$ cat config.mk
export PLATFORM = sky130hd
export DESIGN_NAME = logic16_arbiter
export DESIGN_NICKNAME = d
export VERILOG_FILES = /design/src/rtl/logic16_pkg.sv /design/src/rtl/logic16_unit.sv /design/src/rtl/logic16_arbiter.sv
export SDC_FILE = /design/constraint.sdc
export NUM_CORES = 1
export LEC_CHECK = 0
export ABC_AREA = 1
export CAP_MARGIN = 20
export CORE_UTILIZATION = 41
export DETAILED_ROUTE_END_ITERATION = 8
export PLACE_DENSITY = 0.79
export SYNTH_ARGS = -nofsm -noshare
export SYNTH_HDL_FRONTEND = slang
export SYNTH_SLANG_ARGS = --single-unit
$ cat constraint.sdc
create_clock -name clk -period 1.31 [get_ports clk]
set_input_delay 0.262 -clock clk [delete_from_list [all_inputs] [get_ports clk]]
set_output_delay 0.262 -clock clk [all_outputs]
set_load 0.01 [all_outputs]
$ cat src/rtl/logic16_pkg.sv
// Shared types and constants for the 16-bit logic-unit arbiter.
// Opcode encodings, controller state enum and the basic NAND primitive.
package logic16_pkg;

    typedef logic [15:0] word_t;

    localparam logic [1:0] OP_NOT = 2'b00;
    localparam logic [1:0] OP_AND = 2'b01;
    localparam logic [1:0] OP_OR  = 2'b10;
    localparam logic [1:0] OP_XOR = 2'b11;

    typedef enum logic [1:0] {
        ST_IDLE = 2'd0,
        ST_EXEC = 2'd1,
        ST_RESP = 2'd2
    } state_t;

    function automatic logic nand2(input logic a, input logic b);
        return ~(a & b);
    endfunction

endpackage

$ cat src/rtl/logic16_unit.sv
// Combinational 16-bit NOT/AND/OR/XOR, every function composed purely
// of two-input NAND gates per bit, with the result picked by opcode.
module logic16_unit
    import logic16_pkg::*;
(
    input  logic [1:0] i_op,
    input  word_t      i_a,
    input  word_t      i_b,
    output word_t      o_y
);

    word_t w_not;
    word_t w_and;
    word_t w_or;
    word_t w_xor;

    generate
        for (genvar gi = 0; gi < 16; gi++) begin : g_bit
            logic w_nab;
            logic w_na;
            logic w_nb;
            assign w_nab      = nand2(i_a[gi], i_b[gi]);
            assign w_na       = nand2(i_a[gi], i_a[gi]);
            assign w_nb       = nand2(i_b[gi], i_b[gi]);
            assign w_not[gi]  = w_na;
            assign w_and[gi]  = nand2(w_nab, w_nab);
            assign w_or[gi]   = nand2(w_na, w_nb);
            // Classic four-NAND XOR sharing the a-nand-b term.
            assign w_xor[gi]  = nand2(nand2(i_a[gi], w_nab), nand2(i_b[gi], w_nab));
        end
    endgenerate

    always_comb begin
        o_y = w_not;
        case (i_op)
            OP_NOT:  o_y = w_not;
            OP_AND:  o_y = w_and;
            OP_OR:   o_y = w_or;
            OP_XOR:  o_y = w_xor;
            default: o_y = w_not;
        endcase
    end

endmodule

$ cat src/rtl/logic16_arbiter.sv
// Arbitrates NUM_REQ requesters onto one logic16_unit and returns a tagged,
// registered result. Define LOGIC16_ARB_RR_EN for round-robin; default is fixed priority.
module logic16_arbiter
    import logic16_pkg::*;
#(
    parameter  int NUM_REQ = 4,
    localparam int ID_W    = $clog2(NUM_REQ)
) (
    input  logic                   clk,
    input  logic                   rst_n,
    input  logic [NUM_REQ-1:0]     i_req_valid,
    output logic [NUM_REQ-1:0]     o_req_ready,
    input  logic [2*NUM_REQ-1:0]   i_req_op,
    input  logic [16*NUM_REQ-1:0]  i_req_a,
    input  logic [16*NUM_REQ-1:0]  i_req_b,
    output logic                   o_resp_valid,
    input  logic                   i_resp_ready,
    output word_t                  o_resp_data,
    output logic [ID_W-1:0]        o_resp_id,
    output logic                   o_busy
);

    state_t            r_state;
    state_t            w_state_next;
    logic [1:0]        r_op;
    word_t             r_a;
    word_t             r_b;
    logic [ID_W-1:0]   r_id;
    word_t             r_resp_data;
    word_t             w_unit_y;

    logic [ID_W-1:0]   w_grant_id;
    logic              w_grant_any;
    logic [NUM_REQ-1:0] w_grant;
    logic              w_accept;

`ifdef LOGIC16_ARB_RR_EN
    logic [ID_W-1:0]   r_ptr;
    logic [ID_W-1:0]   w_idx;

    // Search starts one past the last winner and wraps at NUM_REQ-1.
    always_comb begin
        w_grant_id  = '0;
        w_grant_any = 1'b0;
        w_idx       = '0;
        for (int k = 1; k <= NUM_REQ; k++) begin
            w_idx = ID_W'((int'(r_ptr) + k) % NUM_REQ);
            if (!w_grant_any && i_req_valid[w_idx]) begin
                w_grant_id  = w_idx;
                w_grant_any = 1'b1;
            end
        end
    end

    always_ff @(posedge clk or negedge rst_n) begin
        if (!rst_n) begin
            r_ptr <= ID_W'(NUM_REQ - 1);
        end else if (w_accept) begin
            r_ptr <= w_grant_id;
        end
    end
`else
    // Scan downwards so the lowest valid index is the last to win.
    always_comb begin
        w_grant_id  = '0;
        w_grant_any = 1'b0;
        for (int k = NUM_REQ - 1; k >= 0; k--) begin
            if (i_req_valid[ID_W'(k)]) begin
                w_grant_id  = ID_W'(k);
                w_grant_any = 1'b1;
            end
        end
    end
`endif

    assign w_grant     = w_grant_any ? (NUM_REQ'(1) << w_grant_id) : '0;
    assign w_accept    = (r_state == ST_IDLE) && w_grant_any;
    assign o_req_ready = (r_state == ST_IDLE) ? w_grant : '0;

    always_comb begin
        w_state_next = r_state;
        case (r_state)
            ST_IDLE: if (w_grant_any) w_state_next = ST_EXEC;
            ST_EXEC: w_state_next = ST_RESP;
            ST_RESP: if (i_resp_ready) w_state_next = ST_IDLE;
            default: w_state_next = ST_IDLE;
        endcase
    end

    always_ff @(posedge clk or negedge rst_n) begin
        if (!rst_n) begin
            r_state <= ST_IDLE;
        end else begin
            r_state <= w_state_next;
        end
    end

    always_ff @(posedge clk or negedge rst_n) begin
        if (!rst_n) begin
            r_op        <= OP_NOT;
            r_a         <= '0;
            r_b         <= '0;
            r_id        <= '0;
            r_resp_data <= '0;
        end else begin
            if (w_accept) begin
                r_op <= i_req_op[2*w_grant_id +: 2];
                r_a  <= i_req_a[16*w_grant_id +: 16];
                r_b  <= i_req_b[16*w_grant_id +: 16];
                r_id <= w_grant_id;
            end
            if (r_state == ST_EXEC) begin
                r_resp_data <= w_unit_y;
            end
        end
    end

    logic16_unit u_unit (
        .i_op (r_op),
        .i_a  (r_a),
        .i_b  (r_b),
        .o_y  (w_unit_y)
    );

    assign o_resp_valid = (r_state == ST_RESP);
    assign o_resp_data  = r_resp_data;
    assign o_resp_id    = r_id;
    assign o_busy       = (r_state != ST_IDLE);

endmodule

==> impl_metrics.py, run 1 <==
metrics = {
    "clock_tree": {
        "ctsRootBufferMaster": "clkbuf_8",
        "clockBufferDepth": 2,
        "htreeDepth": 2,
        "clock_latency_ns": 0.30,
        "cts_tree": "yes",
        "path_clk_slew_ns": 0.10,
        "clock-sinks": 53,
        "cts_buffers": 5,
    },
    "timing": {
        "clock.fmax_mhz": 689,
        "drv_slew": 0,
        "rsz0062_at_grt": "yes",
        "setup_viol": 38,
        "fin_hold_ws_ns": 0.474,
        "period_share_pct": 111,
        "period_minus_slack_ns": 1.45,
        "hold_viol_final": 0,
        "timing.setup.tns_ns": -1.45,
        "fin_ws_ns": -0.141,
        "finalClockSkew_ns": 0.0110,
    },
    "setup_path": {
        "worstSetupPathType": "reg -> out",
        "crit_family": "flip-flops",
        "r2r-end": "r_a[1]",
        "worstPathArrival_ns": 1.19,
        "cp_num_buf_inv": 2,
        "rrSetupSlack_ns": -0.07,
        "max_stage_delay_ns": 0.42,
        "crit_path_top_delay_cell": "dfrtp_1",
        "crit_chain": "nor2_4 -> inv_6 -> nor2_8 -> buf_2",
        "crit-reg2reg-launch": "r_state[0]",
        "r2r.worst_path.cells": 6,
        "critPathMaxFanout": 7,
        "required_ns": 1.05,
        "cp-start-kind": "flop",
        "endpoint_kind": "output port",
    },
    "place": {
        "gp_congestion": 0.735,
        "placedCellCount": 627,
        "postPlaceCellArea_sq_um": 4350,
        "dp_hpwl_mm": 5.83,
        "port-buffer-count": 92,
        "dp_slack_ns": -0.512,
    },
    "pwr": {
        "irDropWorstVdd_mv": 0.724,
        "p_leak_nw": 2.29,
        "p_total_mw": 9.66,
        "power_density_nw_per_um2": 2150,
    },
    "grt": {
        "grt_pass1_wl_mm": 13.9,
        "first_global_vias": 3127,
        "overflow": 0,
        "grt_max_degree": 54,
        "grt_antenna_before_repair": 0,
        "grt_use_total_pct": 20.4,
    },
    "finish": {
        "diodes": 0,
        "instances_no_fill": 638,
        "fin_util_pct": 57.8,
        "design.final.nets": 710,
        "final_area_sq_um": 4490,
        "layout-drive-gt1-share_pct": 8.02,
        "syn_to_final_growth_pct": 35.0,
    },
    "synthesis": {
        "ys_warn_count": 0,
        "seq_area_frac_synth_pct": 39.9,
        "synthXorXnorAreaFrac_pct": 0,
        "synth_top_family_by_area": "simple AND/OR/NAND/NOR gates",
        "synth-adder-area-share_pct": 12.0,
        "synthCells": 438,
        "synth_area_sq_um": 3320,
        "synth_compound_area_share_pct": 4.59,
        "yosysUniqueCellTypes": 18,
        "synth_simple_gate_area_share_pct": 32.7,
        "synth-seq-cells": 53,
        "synthMuxAreaShare_pct": 0,
        "avgSynthCellArea_sq_um": 7.59,
    },
    "routing": {
        "vias": 3088,
        "antenna_left": 0,
        "first_pass_iters": 4,
        "wire_per_inst_microns": 12.5,
        "drc_errors": 0,
        "vias_per_cell": 4.84,
        "drtIter0Drc": 126,
        "wl_mm": 7.99,
    },
    "floorplan": {
        "die_area_sq_um": 8470,
        "start_util_pct": 42.8,
        "rows": 32,
        "chipHeight_microns": 92.0,
        "io_pins": 167,
        "die_width_microns": 92.0,
        "coreArea_sq_um": 7770,
    },
    "flow_run": {
        "max_cap_violations": 0,
    },
    "min_path": {
        "hold_class": "in -> async",
    },
    "run_status": {
        "violations": "negative setup slack",
        "outcome": "finished with violations",
    },
}
## placed cells by master (no fill, tap or decap), types with 3 or more instances in the layout
| master | count |
|---|---|
| clkbuf_8 | 5 |
| dlygate4sd2_1 | 17 |
| conb_1 | 3 |
| inv_2 | 3 |
| o21bai_1 | 9 |
| nand3_1 | 66 |
| nor2_1 | 16 |
| clkdlybuf4s50_1 | 70 |
| buf_4 | 15 |
| a21oi_1 | 15 |
| nor2_4 | 3 |
| nand2_1 | 167 |
| ha_1 | 32 |
| inv_1 | 43 |
| buf_6 | 4 |
| dfrtp_1 | 52 |
## worst max path at each step
stage               slack (ns)  cells past startpoint           start              to
global placement         -0.50                      4  i_req_valid[0]  o_req_ready[1]
CTS                      -0.15                      4      r_state[0]  o_req_ready[1]
global route             -0.22                      6      r_state[0]          r_a[1]
floorplan                 0.14                      4      r_state[1]  o_req_ready[0]
finish                   -0.14                      4      r_state[0]  o_req_ready[1]
detailed placement       -0.51                      4  i_req_valid[0]  o_req_ready[1]
## worst register-to-register path, cell delays in order (launching register included)
cell and delay (ns):
dfrtp_1 0.42, nor2_4 0.16, inv_6 0.08, nor2_8 0.09, buf_4 0.34, nand2_1 0.12
nand3_1 0.10
## synthesized netlist by cell type
cell type | count | share of area, %
a21oi_1 | 16 | 2.4
buf_2 | 10 | 1.5
buf_4 | 5 | 1.1
buf_6 | 7 | 2.4
clkbuf_2 | 1 | 0.15
conb_1 | 1 | 0.11
dfrtp_1 | 53 | 40
ha_1 | 32 | 12
inv_1 | 44 | 5.0
inv_2 | 3 | 0.34
inv_4 | 1 | 0.19
nand2_1 | 168 | 19
nand3_1 | 66 | 9.9
nor2_1 | 17 | 1.9
nor2_4 | 2 | 0.68
nor2_8 | 2 | 1.2
o21ai_0 | 1 | 0.15
o21bai_1 | 9 | 2.0
## logic make-up (layout without fill, tap and decap cells)
kind of cell,count (synthesis),count (layout)
buf+inv,71,167
fa+ha+maj,32,32
compound gates,26,26
other cells,1,3
simple gates,255,255
flops,53,53
## flip-flops by register name, indices dropped and copies added, names as in the netlist
signal / flops
o_resp_data: 16
r_a: 16
r_op: 2
r_b: 16
o_resp_id: 1
r_state: 2
## routing by layer
layer  track usage (%)  up-vias  part of all wire, %
met1              26.7     1447                   46
met3              2.32        7                  3.9
met2              35.2       86                   49
met5                 0        -                    0
li1                  -     1548                    -
met4              5.99        0                  1.1
## final cells by class
cell class	instances	area, sq um
fill	727	3280
multi-input combinational	316	1670
sequential	53	1330
timing repair buffer	111	1070
inverter	48	188
tap	102	128
clock buffer	6	72.6
clock inverter	2	38.8
## repair_timing
action	4_1_cts	5_1_grt
hold buffers	1	0
setup buffers	2	0
pin swaps	1	0
endpoints found under the hold margin	53	0
gates resized for setup	42	3
setup endpoints to repair	58	47
## report_power, final
part,internal (mW),switching (mW)
clock network,0.575,0.538
registers,2.46,0.758
logic,2.32,3.01
total,5.35,4.31
(Power assumes the default switching activity.)
==> run 2: changes to the inputs <==
--- a/config.mk
+++ b/config.mk
@@ -6,7 +6,7 @@
 export NUM_CORES = 1
 export LEC_CHECK = 0
 export ABC_AREA = 1
-export CAP_MARGIN = 20
+export CAP_MARGIN = 15
 export CORE_UTILIZATION = 41
 export DETAILED_ROUTE_END_ITERATION = 8
 export PLACE_DENSITY = 0.79
==> results of run 2 <==
Final layout, timing and power as in run 1 (identical DEF).
==> run 3: changes to the inputs <==
--- a/config.mk
+++ b/config.mk
@@ -7,6 +7,7 @@
 export LEC_CHECK = 0
 export ABC_AREA = 1
 export CAP_MARGIN = 15
+export CORE_MARGIN = 2
 export CORE_UTILIZATION = 41
 export DETAILED_ROUTE_END_ITERATION = 8
 export PLACE_DENSITY = 0.79
==> impl_metrics.py, run 3 (synthesis results as in run 1) <==
metrics = {
    "clock_tree": {
        "clock-sinks": 53,
        "cts_buffers": 5,
        "htreeDepth": 2,
        "path_clk_slew_ns": 0.10,
        "clock_latency_ns": 0.31,
        "cts_tree": "yes",
        "clockBufferDepth": 2,
        "ctsRootBufferMaster": "clkbuf_8",
    },
    "setup_path": {
        "r2r-end": "r_b[14]",
        "crit-reg2reg-launch": "r_state[1]",
        "crit_path_top_delay_cell": "dfrtp_1",
        "worstSetupPathType": "reg -> out",
        "path_common_cell": "buf_6",
        "max_stage_delay_ns": 0.42,
        "endpoint_kind": "output port",
        "rrSetupSlack_ns": -0.06,
        "r2r.worst_path.cells": 6,
        "crit_chain": "buf_4 -> buf_6 -> nor2_4 -> buf_6",
        "crit_family": "flip-flops",
        "cp_num_buf_inv": 3,
        "required_ns": 1.05,
        "cp-start-kind": "flop",
        "critPathMaxFanout": 2,
        "worstPathArrival_ns": 1.20,
        "cp.depth": 4,
    },
    "flow_run": {
        "max_cap_violations": 0,
    },
    "grt": {
        "overflow": 0,
        "grt_pass1_wl_mm": 14.1,
        "grt_antenna_before_repair": 0,
        "grt_use_total_pct": 20.1,
        "grt_max_degree": 54,
        "first_global_vias": 3105,
    },
    "finish": {
        "syn_to_final_growth_pct": 37.2,
        "diodes": 0,
        "design.final.nets": 710,
        "most-common-layout-cells": "nand2_1 (167), clkdlybuf4s50_1 (69), nand3_1 (66)",
        "mostFrequentLayoutCell": "nand2_1",
        "layout-drive-gt1-share_pct": 10.3,
        "instances_no_fill": 638,
    },
    "floorplan": {
        "io_pins": 167,
        "die_width_microns": 94.0,
        "chipHeight_microns": 94.0,
        "start_util_pct": 42.6,
        "rows": 32,
        "die_area_sq_um": 8840,
        "coreArea_sq_um": 7810,
    },
    "min_path": {
        "hold_class": "in -> async",
    },
    "routing": {
        "antenna_left": 0,
        "drc_errors": 0,
        "drtIter0Drc": 131,
        "first_pass_iters": 4,
        "wl_mm": 8.42,
        "wire_per_inst_microns": 13.2,
        "vias_per_cell": 4.87,
        "vias": 3105,
    },
    "timing": {
        "period_minus_slack_ns": 1.46,
        "rsz0062_at_grt": "yes",
        "timing.setup.tns_ns": -1.46,
        "setup_viol": 38,
        "drv_slew": 0,
        "period_share_pct": 112,
        "finalClockSkew_ns": 0.0130,
        "fin_ws_ns": -0.154,
        "clock.fmax_mhz": 683,
        "hold_viol_final": 0,
    },
    "place": {
        "dp_slack_ns": -0.617,
        "dp_hpwl_mm": 5.89,
        "placedCellCount": 625,
        "gp_congestion": 0.773,
        "port-buffer-count": 92,
    },
    "pwr": {
        "p_total_mw": 9.93,
        "power_density_nw_per_um2": 2180,
        "irDropWorstVdd_mv": 0.980,
        "p_leak_nw": 2.31,
    },
    "run_status": {
        "violations": "negative setup slack",
        "outcome": "finished with violations",
    },
}
run 3: worst max-delay path by stage:
stage                               from             end  slack (ns)
after floorplan               r_state[1]  o_req_ready[0]        0.14
after global placement    i_req_valid[0]  o_req_ready[0]       -0.61
after detailed placement  i_req_valid[0]  o_req_ready[0]       -0.62
after CTS                     r_state[0]  o_req_ready[0]       -0.15
after global routing          r_state[1]  o_req_ready[0]       -0.21
final                         r_state[0]    o_resp_valid       -0.15
run 3: timing repair:
| action | 4_1_cts | 5_1_grt |
|---|---|---|
| gates resized for setup | 46 | 20 |
| setup endpoints to repair | 57 | 55 |
| hold buffers | 1 | 0 |
| gates cloned | 0 | 1 |
| pin swaps | 1 | 4 |
| setup buffers | 3 | 0 |
| hold endpoints to repair | 53 | 0 |
run 3: worst min-delay path, stage by stage:
cell and delay [ns]:
dlygate4sd3_1 0.52, buf_2 0.12, buf_12 0.26
run 3: stage by stage:
stage	instance area, sq um	hold WS [ns]	utilization (%)
floorplan	3330	-0.0336	-
global route	4560	0.497	58.4
detailed placement	4330	0.282	55.5
global placement	4330	0.277	55.5
finish	4560	0.464	58.4
CTS	4470	0.481	57.2
run 3: power by group:
group | leakage (nW) | internal [mW] | switching [mW]
clock | 0.0512 | 0.430 | 0.548
combinational | 1.61 | 2.49 | 3.18
sequential | 0.650 | 2.46 | 0.812
total | 2.31 | 5.38 | 4.54
run 3: routing by layer:
metal	GRT usage (%)	share of wire, %
met5	0	0
met4	6.52	1.5
met3	2.89	5.3
met2	33.8	49
met1	26.8	44
run 3: final cells by class:
type | instances | area, sq um
repair buffers | 111 | 1100
inverters | 48 | 190
flip-flops and latches | 53 | 1330
clock buffers | 6 | 82.6
multi-input cells | 316 | 1720
fillers | 723 | 3250
well taps | 102 | 128
clock inverters | 2 | 13.8
